### config.mk
export PLATFORM = sky130hd
export DESIGN_NAME = column_output_collector
export DESIGN_NICKNAME = d
export VERILOG_FILES = /design/src/rtl/column_output_collector.sv
export SDC_FILE = /design/constraint.sdc
export NUM_CORES = 1
export LEC_CHECK = 0
export ABC_AREA = 1
export ABC_CLOCK_PERIOD_IN_PS = 7800
export CAP_MARGIN = 10
export CORE_MARGIN = 4
export CORE_UTILIZATION = 43
export CTS_CLUSTER_DIAMETER = 80
export CTS_CLUSTER_SIZE = 25
export DETAILED_ROUTE_END_ITERATION = 8
export PLACE_DENSITY = 0.69
export SKIP_CTS_REPAIR_TIMING = 1
export SYNTH_ARGS = -nofsm -noshare
export SYNTH_HDL_FRONTEND = slang
export SYNTH_SLANG_ARGS = --single-unit
### constraint.sdc
create_clock -name clk -period 7.8 [get_ports clk]
set_clock_uncertainty 0.2 [all_clocks]
set_input_delay 0.78 -clock clk [delete_from_list [all_inputs] [get_ports clk]]
set_output_delay 0.78 -clock clk [all_outputs]
set_load 0.02 [all_outputs]
### src/rtl/column_output_collector.sv
// Column output collector: delays launch pulses to the capture point, then
// post-processes the column total (ReLU, round, shift, saturate) into a FIFO.
//
// Ports:
//   clk, reset      - single clock, synchronous active-high reset
//   launch          - pulse when the last operand group enters the column
//   total_output    - 28-bit signed column accumulator result
//   relu_en, shift  - post-processing controls, sampled at capture
//   out_valid/out_ready/out_data - FIFO head handshake (16-bit signed)
//   fifo_count      - occupied FIFO entries
//   overflow        - sticky: a result was dropped on a full FIFO
module column_output_collector #(
    parameter int LATENCY = 19,
    parameter int DEPTH   = 4
) (
    input  logic                     clk,
    input  logic                     reset,
    input  logic                     launch,
    input  logic [27:0]              total_output,
    input  logic                     relu_en,
    input  logic [4:0]               shift,
    output logic                     out_valid,
    input  logic                     out_ready,
    output logic [15:0]              out_data,
    output logic [$clog2(DEPTH):0]   fifo_count,
    output logic                     overflow
);

    localparam int PW = $clog2(DEPTH);
    localparam int CW = PW + 1;

    logic [LATENCY-1:0] launch_sr_q, launch_sr_d;
    logic [PW-1:0]      wr_ptr_q, wr_ptr_d;
    logic [PW-1:0]      rd_ptr_q, rd_ptr_d;
    logic [CW-1:0]      count_q, count_d;
    logic               overflow_q, overflow_d;
    logic [15:0]        mem_q [DEPTH];
    logic [15:0]        mem_d [DEPTH];

    logic               capture;
    logic               full;
    logic               empty;
    logic               push;
    logic               pop;

    logic [4:0]         shamt;
    logic signed [28:0] relu_val;
    logic signed [28:0] rnd_bias;
    logic signed [28:0] rounded;
    logic signed [28:0] shifted;
    logic [15:0]        result;

    // Launch delay line; the last tap marks the capture cycle.
    always_comb begin
        launch_sr_d = (launch_sr_q << 1) | LATENCY'(launch);
    end

    assign capture = launch_sr_q[LATENCY-1];

    // Post-processing datapath. 29 bits so the rounding bias cannot
    // overflow even for the largest positive 28-bit input.
    always_comb begin
        shamt    = (shift > 5'd27) ? 5'd27 : shift;
        relu_val = {total_output[27], total_output};
        if (relu_en && total_output[27]) begin
            relu_val = '0;
        end
        rnd_bias = '0;
        if (shamt != 5'd0) begin
            rnd_bias = 29'sd1 <<< (shamt - 5'd1);
        end
        rounded = relu_val + rnd_bias;
        shifted = rounded >>> shamt;
        if (shifted > 29'sd32767) begin
            result = 16'h7FFF;
        end else if (shifted < -29'sd32768) begin
            result = 16'h8000;
        end else begin
            result = shifted[15:0];
        end
    end

    assign full  = (count_q == CW'(DEPTH));
    assign empty = (count_q == '0);
    assign pop   = !empty && out_ready;
    // A pop in the same cycle frees the slot, so a full FIFO still accepts.
    assign push  = capture && (!full || pop);

    always_comb begin
        mem_d      = mem_q;
        wr_ptr_d   = wr_ptr_q;
        rd_ptr_d   = rd_ptr_q;
        count_d    = count_q;
        overflow_d = overflow_q;
        if (push) begin
            mem_d[wr_ptr_q] = result;
            wr_ptr_d        = wr_ptr_q + 1'b1;
        end
        if (pop) begin
            rd_ptr_d = rd_ptr_q + 1'b1;
        end
        unique case ({push, pop})
            2'b10:   count_d = count_q + 1'b1;
            2'b01:   count_d = count_q - 1'b1;
            default: count_d = count_q;
        endcase
        if (capture && full && !pop) begin
            overflow_d = 1'b1;
        end
    end

    always_ff @(posedge clk) begin
        if (reset) begin
            launch_sr_q <= '0;
            wr_ptr_q    <= '0;
            rd_ptr_q    <= '0;
            count_q     <= '0;
            overflow_q  <= 1'b0;
        end else begin
            launch_sr_q <= launch_sr_d;
            wr_ptr_q    <= wr_ptr_d;
            rd_ptr_q    <= rd_ptr_d;
            count_q     <= count_d;
            overflow_q  <= overflow_d;
        end
    end

    // Storage needs no reset: it is only read while the FIFO is non-empty.
    always_ff @(posedge clk) begin
        mem_q <= mem_d;
    end

    assign out_valid  = !empty;
    assign out_data   = empty ? 16'h0000 : mem_q[rd_ptr_q];
    assign fifo_count = count_q;
    assign overflow   = overflow_q;

endmodule
==> flow_summary.json, run 1 <==
{
  "status": "finished clean",
  "ctsRootBufferMaster": "clkbuf_16",
  "synthArstFlopShare": 0,
  "crit_start": "shift[3]",
  "vias": 8003,
  "viasPerCell": 5.19,
  "period_share": 0.786,
  "critical_path.max_fanout": 16,
  "cts.clk_slew.worst_paths_ns": 0.06,
  "grt_pass1_wl_um": 36500,
  "min_path_type": "reg -> reg",
  "r2r_end": "fifo_count[2]$_SDFFE_PP0P_",
  "peakVddDrop_mv": 0.108,
  "die_h_um": 144,
  "start_util": 0.439,
  "pin_count": 59,
  "grt_overflow": 0,
  "final_hold_viol_count": 0,
  "setup-violations-final": 0,
  "crit_path_max_incr_delay_ns": 0.41,
  "postSynthAreaPerCell_um2": 6.24,
  "crit_top_cell": "nand2_1",
  "synth_cells": 1273,
  "yosysWarningCount": 0,
  "synth_edf_count": 64,
  "grtUsageMet3": 0.0356,
  "core_area_mm2": 0.0181,
  "grt_max_degree": 38,
  "reg2regPathDepth": 11,
  "yosys.area.top_type": "edfxtp_1",
  "drt_iter0_drc": 763,
  "drt-wirelength-per-cell_um": 14.7,
  "holdPathEnd": "launch_sr_q[16]$_SDFF_PP0_",
  "synthTopCellsByArea": "edfxtp_1 (24%), nand2_1 (16%), nand3_1 (12%)",
  "die_w_um": 144,
  "crit_type": "in -> reg",
  "powerDensity_mw_per_mm2": 159,
  "hold_start": "launch_sr_q[15]$_SDFF_PP0_",
  "busiest_layer": "met2",
  "slowest_stage": "clkdlybuf4s50_1",
  "hold_path_depth": 2,
  "yosysUniqueCellTypes": 44,
  "total_power_mw": 1.43,
  "htreeDepth": 3,
  "area_growth_pct": 13.2,
  "final_nets": 1380,
  "cts_sinks": 91,
  "die-area_mm2": 0.0207,
  "grt_use_met1": 0.301,
  "drtPass1Iterations": 6,
  "synth_fp_nets": 1346,
  "power_leakage_nw": 4.30,
  "drive_gt1_frac": 0.0434,
  "slew_viol_final": 0,
  "worstMarginPinSlew_ns": 1.03,
  "grt_pass1_vias": 7180,
  "clock.fmax_mhz": 163,
  "worstPathRequired_ns": 7.66,
  "layout_min_cycle_time_ns": 6.13,
  "cts_buffers": 9,
  "grt_use_total": 0.222,
  "yosysMostFrequentCell": "nand2_1",
  "netlist.area_leader.share": 0.242,
  "route.detailed.drc": 0,
  "ant_nets": 0,
  "antenna_found_initial": 1,
  "reg2reg_from": "fifo_count[2]$_SDFFE_PP0P_",
  "cts_buffer_depth": 2,
  "rsz0062_at_grt": "false",
  "port_buffers": 58,
  "clk_latency_ns": 0.33,
  "place_congestion": 1.03,
  "wl_um": 22700,
  "dp_hpwl_um": 18000,
  "synth_common_cells": "nand2_1 (336), inv_1 (201), nor2_1 (194)",
  "antenna_cells": 0,
  "max_cap_violations": 0,
  "fill_cells": 1830,
  "ys_ff_latch": 91,
  "multiInputGateArea_mm2": 0.00450,
  "slew_headroom": 0.311,
  "fin_setup_tns_ns": 0,
  "seqCellArea_mm2": 0.00246,
  "num_rows": 49,
  "cts_tree": "done",
  "yosysSeqAreaShare": 0.310,
  "cp-start-kind": "input port",
  "cp.arrival_ns": 5.99,
  "netlist_area_mm2": 0.00794,
  "endpoint_kind": "register",
  "rrSetupSlack_ns": 4.96,
  "use_met2": 0.364,
  "ys.flop_type": "edfxtp_1"
}
[registers in the layout, indices dropped and copies added (netlist names)]
signal	count
overflow	1
mem_q	64
rd_ptr_q	2
wr_ptr_q	2
launch_sr_q	19
fifo_count	3
[through the flow]
step	std cells	cell area [um^2]	hold slack (ns)	utilization	setup slack, ns
after floorplan	1273	7940	0.188	-	2.44
after global placement	1525	8690	0.189	0.481	1.54
after detailed placement	1525	8690	0.193	0.481	1.48
after CTS	1541	8990	0.202	0.497	1.80
after global routing	1541	8990	0.207	0.497	1.11
final	1541	8990	0.199	0.497	1.67
[where the power goes]
part | switching, mW | total, mW | internal, mW
logic | 0.309 | 0.475 | 0.166
registers | 0.00391 | 0.535 | 0.531
clock network | 0.171 | 0.415 | 0.244
[worst max path at each step]
stage	to	slack, ns
2_1_floorplan	mem_q[10]$_DFFE_PP_	2.44
3_3_place_gp	mem_q[10]$_DFFE_PP_	1.54
3_5_place_dp	mem_q[5]$_DFFE_PP_	1.48
4_1_cts	mem_q[53]$_DFFE_PP_	1.80
5_1_grt	mem_q[53]$_DFFE_PP_	1.11
6_report	mem_q[22]$_DFFE_PP_	1.67
[kinds of logic after synthesis]
family | Yosys count | synth area share
and+or+nand+nor | 761 | 0.408
buffers and inverters | 254 | 0.125
AOI/OAI and AO/OA | 116 | 0.0826
DFF | 91 | 0.310
adders and majority gates | 35 | 0.0570
xor gates and xnor gates | 13 | 0.0143
muxes | 2 | 0.00252
other | 1 | 0.000472
[worst max-delay path, delay by kind of cell]
kind	cells	cell delay (ns)
adders and majority gates	2	0.61
and+or+nand+nor	27	3.27
buffers and inverters	11	1.33
[cell type report]
cell class	count	area share
multi-input combinational	928	0.501
sequential	91	0.274
inverter	209	0.0875
timing repair buffer	68	0.0729
tap	229	0.0319
clock buffer	11	0.0294
clock inverter	5	0.00376
[layer usage]
metal | vias up | wire length, um | share of wire
li1 | 4124 | - | -
met1 | 3566 | 10300 | 0.45
met2 | 273 | 10400 | 0.46
met3 | 38 | 1460 | 0.064
met4 | 2 | 513 | 0.023
met5 | - | 13 | 0.00057
[cells in the final DEF (no fill, tap or decap), types with 3 or more instances in the layout]
cell             synthesis  final
clkdlybuf4s50_1          0     58
a21oi_1                 38     38
xor2_1                   8      8
buf_4                    0     10
nand2_1                336    336
and2_1                   3      3
nand4_1                 10     10
edfxtp_1                64     64
nand3_1                183    183
a211oi_1                 4      4
o211ai_1                13     13
xnor2_1                  5      5
nor3_1                   6      6
clkinv_1                 4      5
nor2_2                   6     11
inv_2                    3      3
dfxtp_1                 27     27
clkbuf_16                0     10
nor2_1                 194    189
ha_1                    33     33
nand2_4                  4      4
inv_1                  201    201
o21ai_0                 50     50
nand2_2                  6      6
nand3_2                  5      5
(Power assumes the default switching activity.)
==> run 2: changes to the inputs <==
Settings changed: ABC_CLOCK_PERIOD_IN_PS 7800 to 6100.
Clock period 7.8 ns to 6.1 ns, I/O delays scaled along.
==> flow_summary.json, run 2 (synthesis results as in run 1) <==
{
  "status": "finished clean",
  "pin_count": 59,
  "port_buffers": 58,
  "crit_path_max_incr_delay_ns": 0.42,
  "place_area_mm2": 0.00871,
  "cp-start-kind": "input port",
  "antenna_cells": 0,
  "finalInstanceArea_mm2": 0.00903,
  "grt_pass1_vias": 7225,
  "ant_nets": 0,
  "antenna_found_initial": 0,
  "worstMarginPinSlew_ns": 1.10,
  "dp_hpwl_um": 17600,
  "rsz0062_at_grt": "false",
  "p_sw_uw": 645,
  "drt_iter0_drc": 710,
  "p_int_mw": 1.21,
  "critical_path.max_fanout": 15,
  "multiInputGateArea_mm2": 0.00450,
  "viasPerCell": 5.23,
  "clk_latency_ns": 0.34,
  "drt-wirelength-per-cell_um": 14.5,
  "num_rows": 49,
  "fin_util": 0.499,
  "route.detailed.drc": 0,
  "endpoint_kind": "register",
  "cts_buffer_depth": 2,
  "layout_commonest_cell": "nand2_1",
  "seq_power_share": 0.368,
  "ctsRootBufferMaster": "clkbuf_16",
  "vias": 8079,
  "clockPowerShare": 0.304,
  "period_share": 0.909,
  "area_growth_pct": 13.7,
  "final_hold_viol_count": 0,
  "powerDensity_mw_per_mm2": 206,
  "die-area_mm2": 0.0207,
  "grt_overflow": 0,
  "die_h_um": 144,
  "power_leakage_nw": 4.32,
  "largest_reg_flops": 64,
  "combPwrFrac": 0.328,
  "cts_sinks": 91,
  "start_util": 0.439,
  "cp.arrival_ns": 5.40,
  "cts_tree": "done",
  "fill_cells": 1864,
  "clock.fmax_mhz": 180,
  "core_area_mm2": 0.0181,
  "slew_viol_final": 0,
  "layout_common_cells": "nand2_1 (336), inv_1 (201), nor2_1 (189), nand3_1 (183), edfxtp_1 (64)",
  "place_congestion": 1.02,
  "grt_pass1_wl_um": 35800,
  "htreeDepth": 3,
  "crit_type": "in -> reg",
  "die_w_um": 144,
  "top_register": "mem_q",
  "grt_max_degree": 38,
  "min_path_type": "reg -> reg",
  "cts.clk_slew.worst_paths_ns": 0.07,
  "slew_headroom": 0.266,
  "fin_setup_tns_ns": 0,
  "rrSetupSlack_ns": 3.19,
  "grt_use_total": 0.217,
  "crit_top_cell": "nand2_1",
  "peakVddDrop_mv": 0.192,
  "wl_um": 22400,
  "drtPass1Iterations": 7,
  "drive_gt1_frac": 0.0464,
  "max_cap_violations": 0,
  "seqCellArea_mm2": 0.00246,
  "cts_buffers": 9,
  "setup-violations-final": 0,
  "final_nets": 1383,
  "slowest_stage": "clkdlybuf4s50_1",
  "layout_min_cycle_time_ns": 5.55,
  "worstPathRequired_ns": 5.96,
  "switching_share": 0.347
}
-- run 2: layout make-up --
type,instances,area share
timing repair buffer,71,0.0751
sequential,91,0.273
tap,229,0.0317
clock inverter,5,0.00527
inverter,209,0.0872
clock buffer,11,0.0292
multi-input combinational,928,0.499
-- run 2: power by group through the flow --
| stage | combinational (mW) | clock [mW] | sequential, mW |
|---|---|---|---|
| finish | 0.610 | 0.564 | 0.684 |
| global route | 0.678 | 0.595 | 0.685 |
| CTS | 0.606 | 0.577 | 0.684 |
| detailed placement | 0.604 | 0 | 0.698 |
| global placement | 0.599 | 0 | 0.698 |
| floorplan | 0.404 | 0 | 0.700 |
-- run 2: critical path: cells and delay by family --
family	cells	cell delay, ns
adders and majority gates	2	0.58
buffers and inverters	10	1.19
and+or+nand+nor	27	3.00
-- run 2: per-layer routing --
metal / routed length [um] / track usage / vias up
met4: 682 / 0.0748 / 0
met5: 0 / 0 / -
met2: 10100 / 0.344 / 297
li1: - / - / 4128
met3: 1510 / 0.0296 / 49
met1: 10100 / 0.303 / 3605
-- run 2: metrics by stage --
step	power (mW)	setup slack, ns	instances	hold slack [ns]
after global routing	1.96	0.0983	1544	0.218
after floorplan	1.10	0.915	1273	0.188
after global placement	1.30	0.421	1528	0.189
after detailed placement	1.30	0.249	1528	0.197
final	1.86	0.553	1544	0.202
after CTS	1.87	0.619	1544	0.203
-- run 2: final timing paths --
path,start,cells past startpoint,to
worst min-delay path,launch_sr_q[14]$_SDFF_PP0_,2,launch_sr_q[15]$_SDFF_PP0_
worst min register to register,launch_sr_q[14]$_SDFF_PP0_,2,launch_sr_q[15]$_SDFF_PP0_
worst max register to register,fifo_count[2]$_SDFFE_PP0P_,11,fifo_count[2]$_SDFFE_PP0P_
worst max-delay path,shift[3],39,mem_q[16]$_DFFE_PP_
